## src/rtl/crc32_pkg.sv

```systemverilog
// crc32_pkg: CRC-32 constants, FSM encoding and the bytewise reflected update
package crc32_pkg;
    localparam logic [31:0] CRC_POLY   = 32'hEDB88320;
    localparam logic [31:0] CRC_INIT   = 32'hFFFFFFFF;
    localparam logic [31:0] CRC_XOROUT = 32'hFFFFFFFF;
    typedef enum logic [1:0] {IDLE, RUN, FINISH} state_t;
    function automatic logic [31:0] crc32_byte(input logic [31:0] crc, input logic [7:0] data);
        logic [31:0] c;
        c = crc ^ {24'd0, data};
        for (int i = 0; i < 8; i++) c = c[0] ? (c >> 1) ^ CRC_POLY : c >> 1;
        return c;
    endfunction
endpackage

```

## src/rtl/crc32_word_update.sv

```systemverilog
// crc32_word_update: folds the 1, 2 or 4 low lanes of a word into a CRC, lane [7:0] first
module crc32_word_update
    import crc32_pkg::*;
(
    input  logic [31:0] crc_in,
    input  logic [31:0] data,
    input  logic [2:0]  nbytes,
    output logic [31:0] crc_next
);
    logic [31:0] b0, b1, b2, b3;
    assign b0 = crc32_byte(crc_in, data[7:0]);
    assign b1 = crc32_byte(b0, data[15:8]);
    assign b2 = crc32_byte(b1, data[23:16]);
    assign b3 = crc32_byte(b2, data[31:24]);
    assign crc_next = nbytes == 3'd4 ? b3 : nbytes == 3'd2 ? b1 : b0;
endmodule

```

## src/rtl/crc32_stream_engine.sv

```systemverilog
// crc32_stream_engine: CRC-32 over total_len bytes popped from the read-data FIFO
module crc32_stream_engine
    import crc32_pkg::*;
#(
    parameter int DATA_WIDTH = 32,
    parameter int LEN_WIDTH  = 16
) (
    input  logic                  clk,
    input  logic                  rst,
    input  logic                  start,
    input  logic [LEN_WIDTH-1:0]  total_len,
    input  logic                  abort,
    input  logic                  fifo_empty,
    input  logic [DATA_WIDTH-1:0] fifo_rdata,
    output logic                  fifo_rd_en,
    output logic                  busy,
    output logic                  done,
    output logic [31:0]           crc_out
);
    localparam int CW = LEN_WIDTH - 1;
    state_t        state;
    logic [CW-1:0] full_words, words_total, issued, consumed;
    logic          has_half, rd_vld;
    logic [2:0]    rd_nb, nb;
    logic [31:0]   crc_acc, crc_next;
    assign fifo_rd_en = state == RUN && !fifo_empty && issued < words_total;
    assign nb = issued < full_words ? 3'd4 : (issued == full_words && has_half) ? 3'd2 : 3'd1;
    crc32_word_update u_upd (
        .crc_in  (crc_acc),
        .data    (fifo_rdata[31:0]),
        .nbytes  (rd_nb),
        .crc_next(crc_next)
    );
    always_ff @(posedge clk) begin
        if (rst) begin
            state       <= IDLE;
            full_words  <= '0;
            has_half    <= 1'b0;
            words_total <= '0;
            issued      <= '0;
            consumed    <= '0;
            rd_vld      <= 1'b0;
            rd_nb       <= '0;
            crc_acc     <= CRC_INIT;
            crc_out     <= '0;
            busy        <= 1'b0;
            done        <= 1'b0;
        end else begin
            done   <= 1'b0;
            rd_vld <= fifo_rd_en;
            rd_nb  <= nb;
            if (fifo_rd_en) issued <= issued + 1'b1;
            if (abort) begin
                state  <= IDLE;
                busy   <= 1'b0;
                rd_vld <= 1'b0;
            end else begin
                case (state)
                    IDLE: if (start) begin
                        full_words  <= CW'(total_len[LEN_WIDTH-1:2]);
                        has_half    <= total_len[1];
                        words_total <= CW'(total_len[LEN_WIDTH-1:2]) + CW'(total_len[1]) + CW'(total_len[0]);
                        issued      <= '0;
                        consumed    <= '0;
                        crc_acc     <= CRC_INIT;
                        busy        <= 1'b1;
                        state       <= total_len == '0 ? FINISH : RUN;
                    end
                    RUN: if (rd_vld) begin
                        crc_acc  <= crc_next;
                        consumed <= consumed + 1'b1;
                        // the last word finishes here so done lands in the first FINISH cycle
                        if (consumed + 1'b1 == words_total) begin
                            state   <= FINISH;
                            done    <= 1'b1;
                            busy    <= 1'b0;
                            crc_out <= crc_next ^ CRC_XOROUT;
                        end
                    end
                    FINISH: if (!done) begin
                        done    <= 1'b1;
                        busy    <= 1'b0;
                        crc_out <= crc_acc ^ CRC_XOROUT;
                    end else state <= IDLE;
                    default: state <= IDLE;
                endcase
            end
        end
    end
endmodule
```

## config.mk

```make
export PLATFORM = sky130hd
export DESIGN_NAME = crc32_stream_engine
export DESIGN_NICKNAME = d
export VERILOG_FILES = /design/src/rtl/crc32_pkg.sv /design/src/rtl/crc32_word_update.sv /design/src/rtl/crc32_stream_engine.sv
export SDC_FILE = /design/constraint.sdc
export NUM_CORES = 1
export LEC_CHECK = 0
export CAP_MARGIN = 20
export CORE_MARGIN = 4
export CORE_UTILIZATION = 41
export CTS_BUF_LIST = sky130_fd_sc_hd__clkbuf_4 sky130_fd_sc_hd__clkbuf_8 sky130_fd_sc_hd__clkbuf_16
export DETAILED_ROUTE_END_ITERATION = 7
export DONT_BUFFER_PORTS = 1
export GPL_ROUTABILITY_DRIVEN = 0
export PLACE_DENSITY_LB_ADDON = 0.2
export SYNTH_ARGS = -nofsm -noshare
export SYNTH_HDL_FRONTEND = slang
export SYNTH_SLANG_ARGS = --single-unit
```

## constraint.sdc

```tcl
create_clock -name clk -period 7.55 [get_ports clk]
set_input_delay 1.1325 -clock clk [delete_from_list [all_inputs] [get_ports clk]]
set_output_delay 1.1325 -clock clk [all_outputs]
set_load 0.01 [all_outputs]
```

After elaboration in Yosys (flattened, before gate mapping)
Cells that the tools add are included.

storage, ports and cells
  output and inout bits = 35
  bits of input ports = 53
  bits in registers = 132
  word-level logic and storage cells = 150

cells by class
  reductions and logical operators = 16
  mux-type cells = 65
  bitwise operators = 39
  equality and inequality tests = 11
  $lt $le $gt $ge = 2
  add/subtract/negate cells = 4

operators with widths
  kind                                           number
  two-way mux 32 bit                             39
  inverter 13 -> 14 bit                          32
  case mux 32 bit (2 select lines)               2
  bitwise XOR 32 x 8 -> 32 bit                   4
  two-way mux 15 bit                             6
  inverter 32 bit                                2
  adder 15 x 1 -> 15 bit, second input constant  2
  case mux 15 bit (2 select lines)               1
  logical NOT 16 bit                             1
  adder 14 x 1 -> 15 bit                         1
  adder 15 x 1 -> 15 bit                         1
  == test 15 x 14 -> 1 bit                       1
  == test 15 bit                                 1
  < comparator 15 x 14 -> 1 bit                  1
  < comparator 15 bit                            1
  two-way mux 2 bit                              6
  AND reduction 5 bit                            2
  != test 2 bit, second input constant           4
  AND reduction 4 bit                            2
  two-way mux 1 bit                              7
  case mux 2 bit (3 select lines)                1
  nonzero test 2 bit                             2
  OR reduction 2 bit                             2
  == test 3 x 2 -> 1 bit, second input constant  1
  other kinds (13)                               15

Logic depth before layout (Yosys ltp)
  depth in word-level cells = 73
  gate-level depth with buffers = 17
  depth with buffers taken out = 15

Modules after synthesis
From an unflattened synthesis, not the netlist that was laid out.

second synthesis, totals
  cells, all modules = 1289
  area total of the unflattened synthesis = 11751.3 um^2

modules (own cells, without submodules)
  module               sequential area each (um^2)  area an instance (um^2)  cells an instance  instances
  crc32_stream_engine  2642.5                       7221.9                   853                1
  crc32_word_update    0.0                          4529.3                   436                1

Least setup slack after synthesis
OpenSTA, ideal clock, no wires.

  kind = input to register
  start point = in fifo_rdata[2]
  end point = reg crc_acc[22]
  library setup time = 0.123 ns
  path slack = 2.574 ns
  arrival time = 4.853 ns
  stages = 13
  data required time = 7.427 ns
  path buffers = 0
  cell sequence = xnor2_4 xnor3_2 xnor2_4 xnor3_2 xor2_1 xor2_1 xor2_1 xor2_1 xnor2_1 xnor2_1 o21ai_0 a21oi_1 or2_2

between the ends
  longest elaborated chain between the ends = 49
  elaborated cells between the ends (all ways) = 65
  those cells by class = mux: 36; bitwise: 29

RTL lines
  what                                                                          RTL line                   text
  start, declared                                                               crc32_stream_engine.sv:14  input logic [DATA_WIDTH-1:0] fifo_rdata,
  bitwise XOR 32 x 8 -> 32 bit *                                                crc32_pkg.sv:9             c = crc ^ {24'd0, data};
  two-way mux 32 bit * (6 in a row)                                             crc32_pkg.sv:10            for (int i = 0; i < 8; i++) c = c[0] ? (c >> 1) ^ CRC_POLY : c >> 1;
  inverter 13 -> 14 bit (no source line) or two-way mux 32 bit (tied branches)  --
  two-way mux 32 bit * (2 in a row)                                             crc32_pkg.sv:10
  bitwise XOR 32 x 8 -> 32 bit, or another cell as far along                    crc32_pkg.sv:9
  two-way mux 32 bit, or another cell as far along (3 in a row)                 crc32_pkg.sv:10
  two-way mux 32 bit                                                            crc32_pkg.sv:10
  inverter 13 -> 14 bit (no source line) or two-way mux 32 bit (tied branches)  --
  [... 23 more ...]                                                             --
  two-way mux 32 bit (2 in a row)                                               crc32_pkg.sv:10
  inverter 13 -> 14 bit (no source line) or two-way mux 32 bit (tied branches)  --
  two-way mux 32 bit                                                            crc32_pkg.sv:10
  inverter 13 -> 14 bit (no source line) or two-way mux 32 bit (tied branches)  --
  two-way mux 32 bit (2 in a row)                                               crc32_pkg.sv:10
  two-way mux 32 bit *                                                          crc32_word_update.sv:15    assign crc_next = nbytes == 3'd4 ? b3 : nbytes == 3'd2 ? b1 : b0;
  two-way mux 32 bit *                                                          crc32_stream_engine.sv:69  RUN: if (rd_vld) begin
  case mux 32 bit (2 select lines) *                                            crc32_stream_engine.sv:58  case (state)
  end signal, assigned                                                          crc32_stream_engine.sv:70  crc_acc <= crc_next;
  end, declared                                                                 crc32_stream_engine.sv:25  logic [31:0] crc_acc, crc_next;

Mark *: on every way between the ends. The rest lies on a longest branch, timed or not. The select of a mux whose other input is x is not followed.
A chain may end at the register's enable or synchronous reset.

Worst setup path after layout
  start point = in fifo_rdata[7]
  end point = reg crc_out[27]

between the ends
  longest elaborated chain between the ends = 49
  elaborated cells between the ends (all ways) = 63
  those cells by class = mux: 37; bitwise: 26

RTL lines
  what                                                                          RTL line                   text
  bitwise XOR 32 x 8 -> 32 bit *                                                crc32_pkg.sv:9
  two-way mux 32 bit *                                                          crc32_pkg.sv:10
  inverter 13 -> 14 bit (no source line)                                        --
  two-way mux 32 bit * (7 in a row)                                             crc32_pkg.sv:10
  bitwise XOR 32 x 8 -> 32 bit                                                  crc32_pkg.sv:9
  two-way mux 32 bit or inverter 13 -> 14 bit (tied branches) (3 in a row)      --
  inverter 13 -> 14 bit (no source line) or two-way mux 32 bit (tied branches)  --
  two-way mux 32 bit or inverter 13 -> 14 bit (tied branches) (2 in a row)      --
  [... 23 more ...]                                                             --
  two-way mux 32 bit (2 in a row)                                               crc32_pkg.sv:10
  inverter 13 -> 14 bit (no source line) or two-way mux 32 bit (tied branches)  --
  two-way mux 32 bit                                                            crc32_pkg.sv:10
  two-way mux 32 bit *                                                          crc32_word_update.sv:15
  inverter 32 bit (no source line) *                                            --
  two-way mux 32 bit *                                                          crc32_stream_engine.sv:73  if (consumed + 1'b1 == words_total) begin
  two-way mux 32 bit *                                                          crc32_stream_engine.sv:69
  case mux 32 bit (2 select lines) *                                            crc32_stream_engine.sv:58
  end signal, assigned                                                          crc32_stream_engine.sv:77  crc_out <= crc_next ^ CRC_XOROUT;
  end signal, assigned                                                          crc32_stream_engine.sv:83  crc_out <= crc_acc ^ CRC_XOROUT;
  end, declared                                                                 crc32_stream_engine.sv:18  output logic [31:0] crc_out

Marked as above.

==> flow_summary.toml <==
[cts]
root_buffer = "clkbuf_16"
path_clk_slew_ns = 0.06
htreeDepth = 4
cts_tree = "yes"
numCtsBuffers = 17
holdBufCountCts = 0
clock_path_buffers = 2
cts_sinks = 132
clock_latency_ns = 0.43
cts_setup_buffers = 0
cts_resized = 0

[timing]
hold_viol = 0
layout_worst_path_cycle_share_pct = 72.90
fmax_ghz = 0.1817
period_minus_slack_ns = 5.504
slew_headroom_pct = 29.37
finalSetupViolations = 0
tns_ns = 0
skew_ns = 0.01592
finalMaxSlewViolations = 0
worst_pin_slew_ns = 1.054
rsz0062_at_grt = "no"
hold_ws_ns = 0.4600

[global_route]
grt.total_usage_pct = 23.11
grt_pass1_wl_um = 50720
first_global_vias = 8233
antenna_found_initial = 0
grt-ovfl-total = 0
grt_max_degree = 98

[die]
dieArea_sq_um = 28500
die_y_um = 168.8
pin_count = 88
chipWidth_um = 168.8
core_sq_um = 25330
start_util_pct = 41.87
rows = 58

[routing]
drcViolationCount = 0
wl_um = 32690
postRouteAntennaNets = 0
vias_per_cell = 5.474
wl_per_cell_um = 20.76
vias = 8622
drt_iter0_drc = 959
dr.pass1.iters = 5

[critical_path]
critPathArrivalTime_ns = 5.84
worst-r2r-cell-count = 14
rrSetupSlack_ns = 2.35
r2r_start = "crc_acc[7]$_SDFFE_PP1P_"
slowest_delay_ns = 0.64
path_class = "input port to flip-flop"
crit_path_cell_trace = "xor2_1 -> xnor2_2 -> xnor2_4 -> xor2_2 -> xor2_1 -> xnor3_1 -> xor2_2 -> xor2_2 -> xnor2_2 -> xnor2_1 -> o21ai_1 -> mux2i_1 -> nor2_1 -> nor3_1"
path_max_fanout = 10
reg2reg_to = "crc_out[27]$_SDFFE_PP0P_"
cp_top_family = "XOR/XNOR gates"
crit_path_start_kind = "input port"
crit_required_ns = 7.89
cp.depth = 14
worstSetupEndpoint = "crc_out[27]$_SDFFE_PP0P_"
path_buf_inv = 0
critPathMostFrequentCell = "xor2_2"
crit_start = "fifo_rdata[7]"
crit_path_end_kind = "flip-flop"
cp_slowest_cell = "xor2_1"

[yosys]
yosys_warnings = 0
synth-seq-cells = 132
async_flop_share_pct = 0
netlist_instances = 1259
dominantRegCellSynth = "dfxtp_1"
syn_avg_cell_area_sq_um = 8.422
synth_top_area_share_pct = 24.92
synthesis.area_sq_um = 10600
synth_nets = 1348
synth.area.top_cells = "dfxtp_1, xnor2_1, xor2_1, nand2_1, ha_1"
synth_edf_count = 0
ys_seq_area_share_pct = 24.92
synth_largest_area_cell = "dfxtp_1"
synth.distinct_cells = 60

[cells_and_area]
antenna_cells = 0
fill_cells = 2528
final_area_sq_um = 11470
area_growth_pct = 8.189
layout_commonest_cell = "xnor2_1"
num-nets-final = 1321
final_cell_mix = "xnor2_1, nand2_1, dfxtp_1"
drive_above_1_share_pct = 8.273

[flow_run]
drv_cap = 0

[run_status]
run_status = "completed"

[place]
hpwl_um = 25420
dpl_cell_area_sq_um = 10910
io_buffers = 0

[min_path]
holdCritPathClass = "flip-flop to flip-flop"
## worst min-delay path by stage
stage,cells past startpoint,slack (ns),startpoint,endpoint
floorplan,2,0.44,full_words[10]$_SDFFE_PP0P_,full_words[10]$_SDFFE_PP0P_
global placement,2,0.44,full_words[12]$_SDFFE_PP0P_,full_words[12]$_SDFFE_PP0P_
detailed placement,2,0.45,full_words[12]$_SDFFE_PP0P_,full_words[12]$_SDFFE_PP0P_
CTS,2,0.46,full_words[12]$_SDFFE_PP0P_,full_words[12]$_SDFFE_PP0P_
global route,2,0.48,full_words[9]$_SDFFE_PP0P_,full_words[9]$_SDFFE_PP0P_
finish,2,0.46,full_words[12]$_SDFFE_PP0P_,full_words[12]$_SDFFE_PP0P_
## cell type report
class	count	area, sq um	area share, %
clock buffer	18	432.9	3.774
clock inverter	14	126.4	1.102
inverter	44	165.2	1.440
multi-input combinational	1023	7587	66.14
sequential	132	2643	23.03
tap	330	412.9	3.599
timing repair buffer	14	105.1	0.9161
## kinds of logic (layout without fill, tap and decap cells)
family | count (synthesis) | in the layout | synth area share (%)
and+or+nand+nor | 376 | 376 | 16.18
xor gates and xnor gates | 342 | 342 | 34.91
AOI/OAI and AO/OA | 255 | 255 | 14.64
DFF | 132 | 132 | 24.92
buffers and inverters | 104 | 90 | 3.681
adders and majority gates | 36 | 36 | 4.319
muxes | 14 | 14 | 1.345
## sequential cells by signal (all words and copies together), names as in the netlist
signal / flops
crc_acc: 32
crc_out: 32
consumed: 15
issued: 15
words_total: 15
full_words: 14
rd_nb: 3
state: 2
busy: 1
done: 1
has_half: 1
rd_vld: 1
## worst register-to-register path: cells and delay by family (launching register included)
kind	cells	cell delay (ns)
AOI/OAI and AO/OA	1	0.13
xor gates and xnor gates	10	4.14
DFF	1	0.37
muxes	1	0.20
and+or+nand+nor	2	0.29
## Yosys cell counts, drive strengths merged (2+ instances only)
cell type	instances
xnor2	225
nand2	140
dfxtp	132
nor2	99
xor2	93
a21oi	86
o21ai	61
clkbuf	58
inv	44
ha	35
o211ai	29
nand2b	26
nor3	24
nand3	23
xnor3	22
a211oi	17
a21o	16
o22ai	16
mux2i	12
and3	11
or2	11
nand4	9
nor4	8
or3	7
o31ai	5
a311oi	4
and2	4
or4	4
a22o	3
a31oi	3
nor2b	3
a2111oi	2
a22oi	2
and4	2
buf	2
mux2	2
nor3b	2
o21a	2
xor3	2
## stage by stage
| stage | std cells | util [%] | setup WS (ns) |
|---|---|---|---|
| finish | 1575 | 45.30 | 2.046 |
| global route | 1575 | 45.30 | 1.874 |
| CTS | 1575 | 45.30 | 2.181 |
| detailed placement | 1543 | 43.09 | 1.765 |
| global placement | 1543 | 43.09 | 1.713 |
| floorplan | 1259 | - | 2.574 |
## per-layer routing
metal,up-vias,global-route usage [%],part of all wire [%],wire length (um)
met2,305,34.16,43,14020
met5,-,0,0,0
met1,4065,33.76,46,15140
met4,0,6.528,2.1,674
li1,4215,-,-,-
met3,37,5.208,8.7,2858
Power is not shown: default switching activity piles up to over one toggle a cycle in this logic, so the estimate is an artifact.
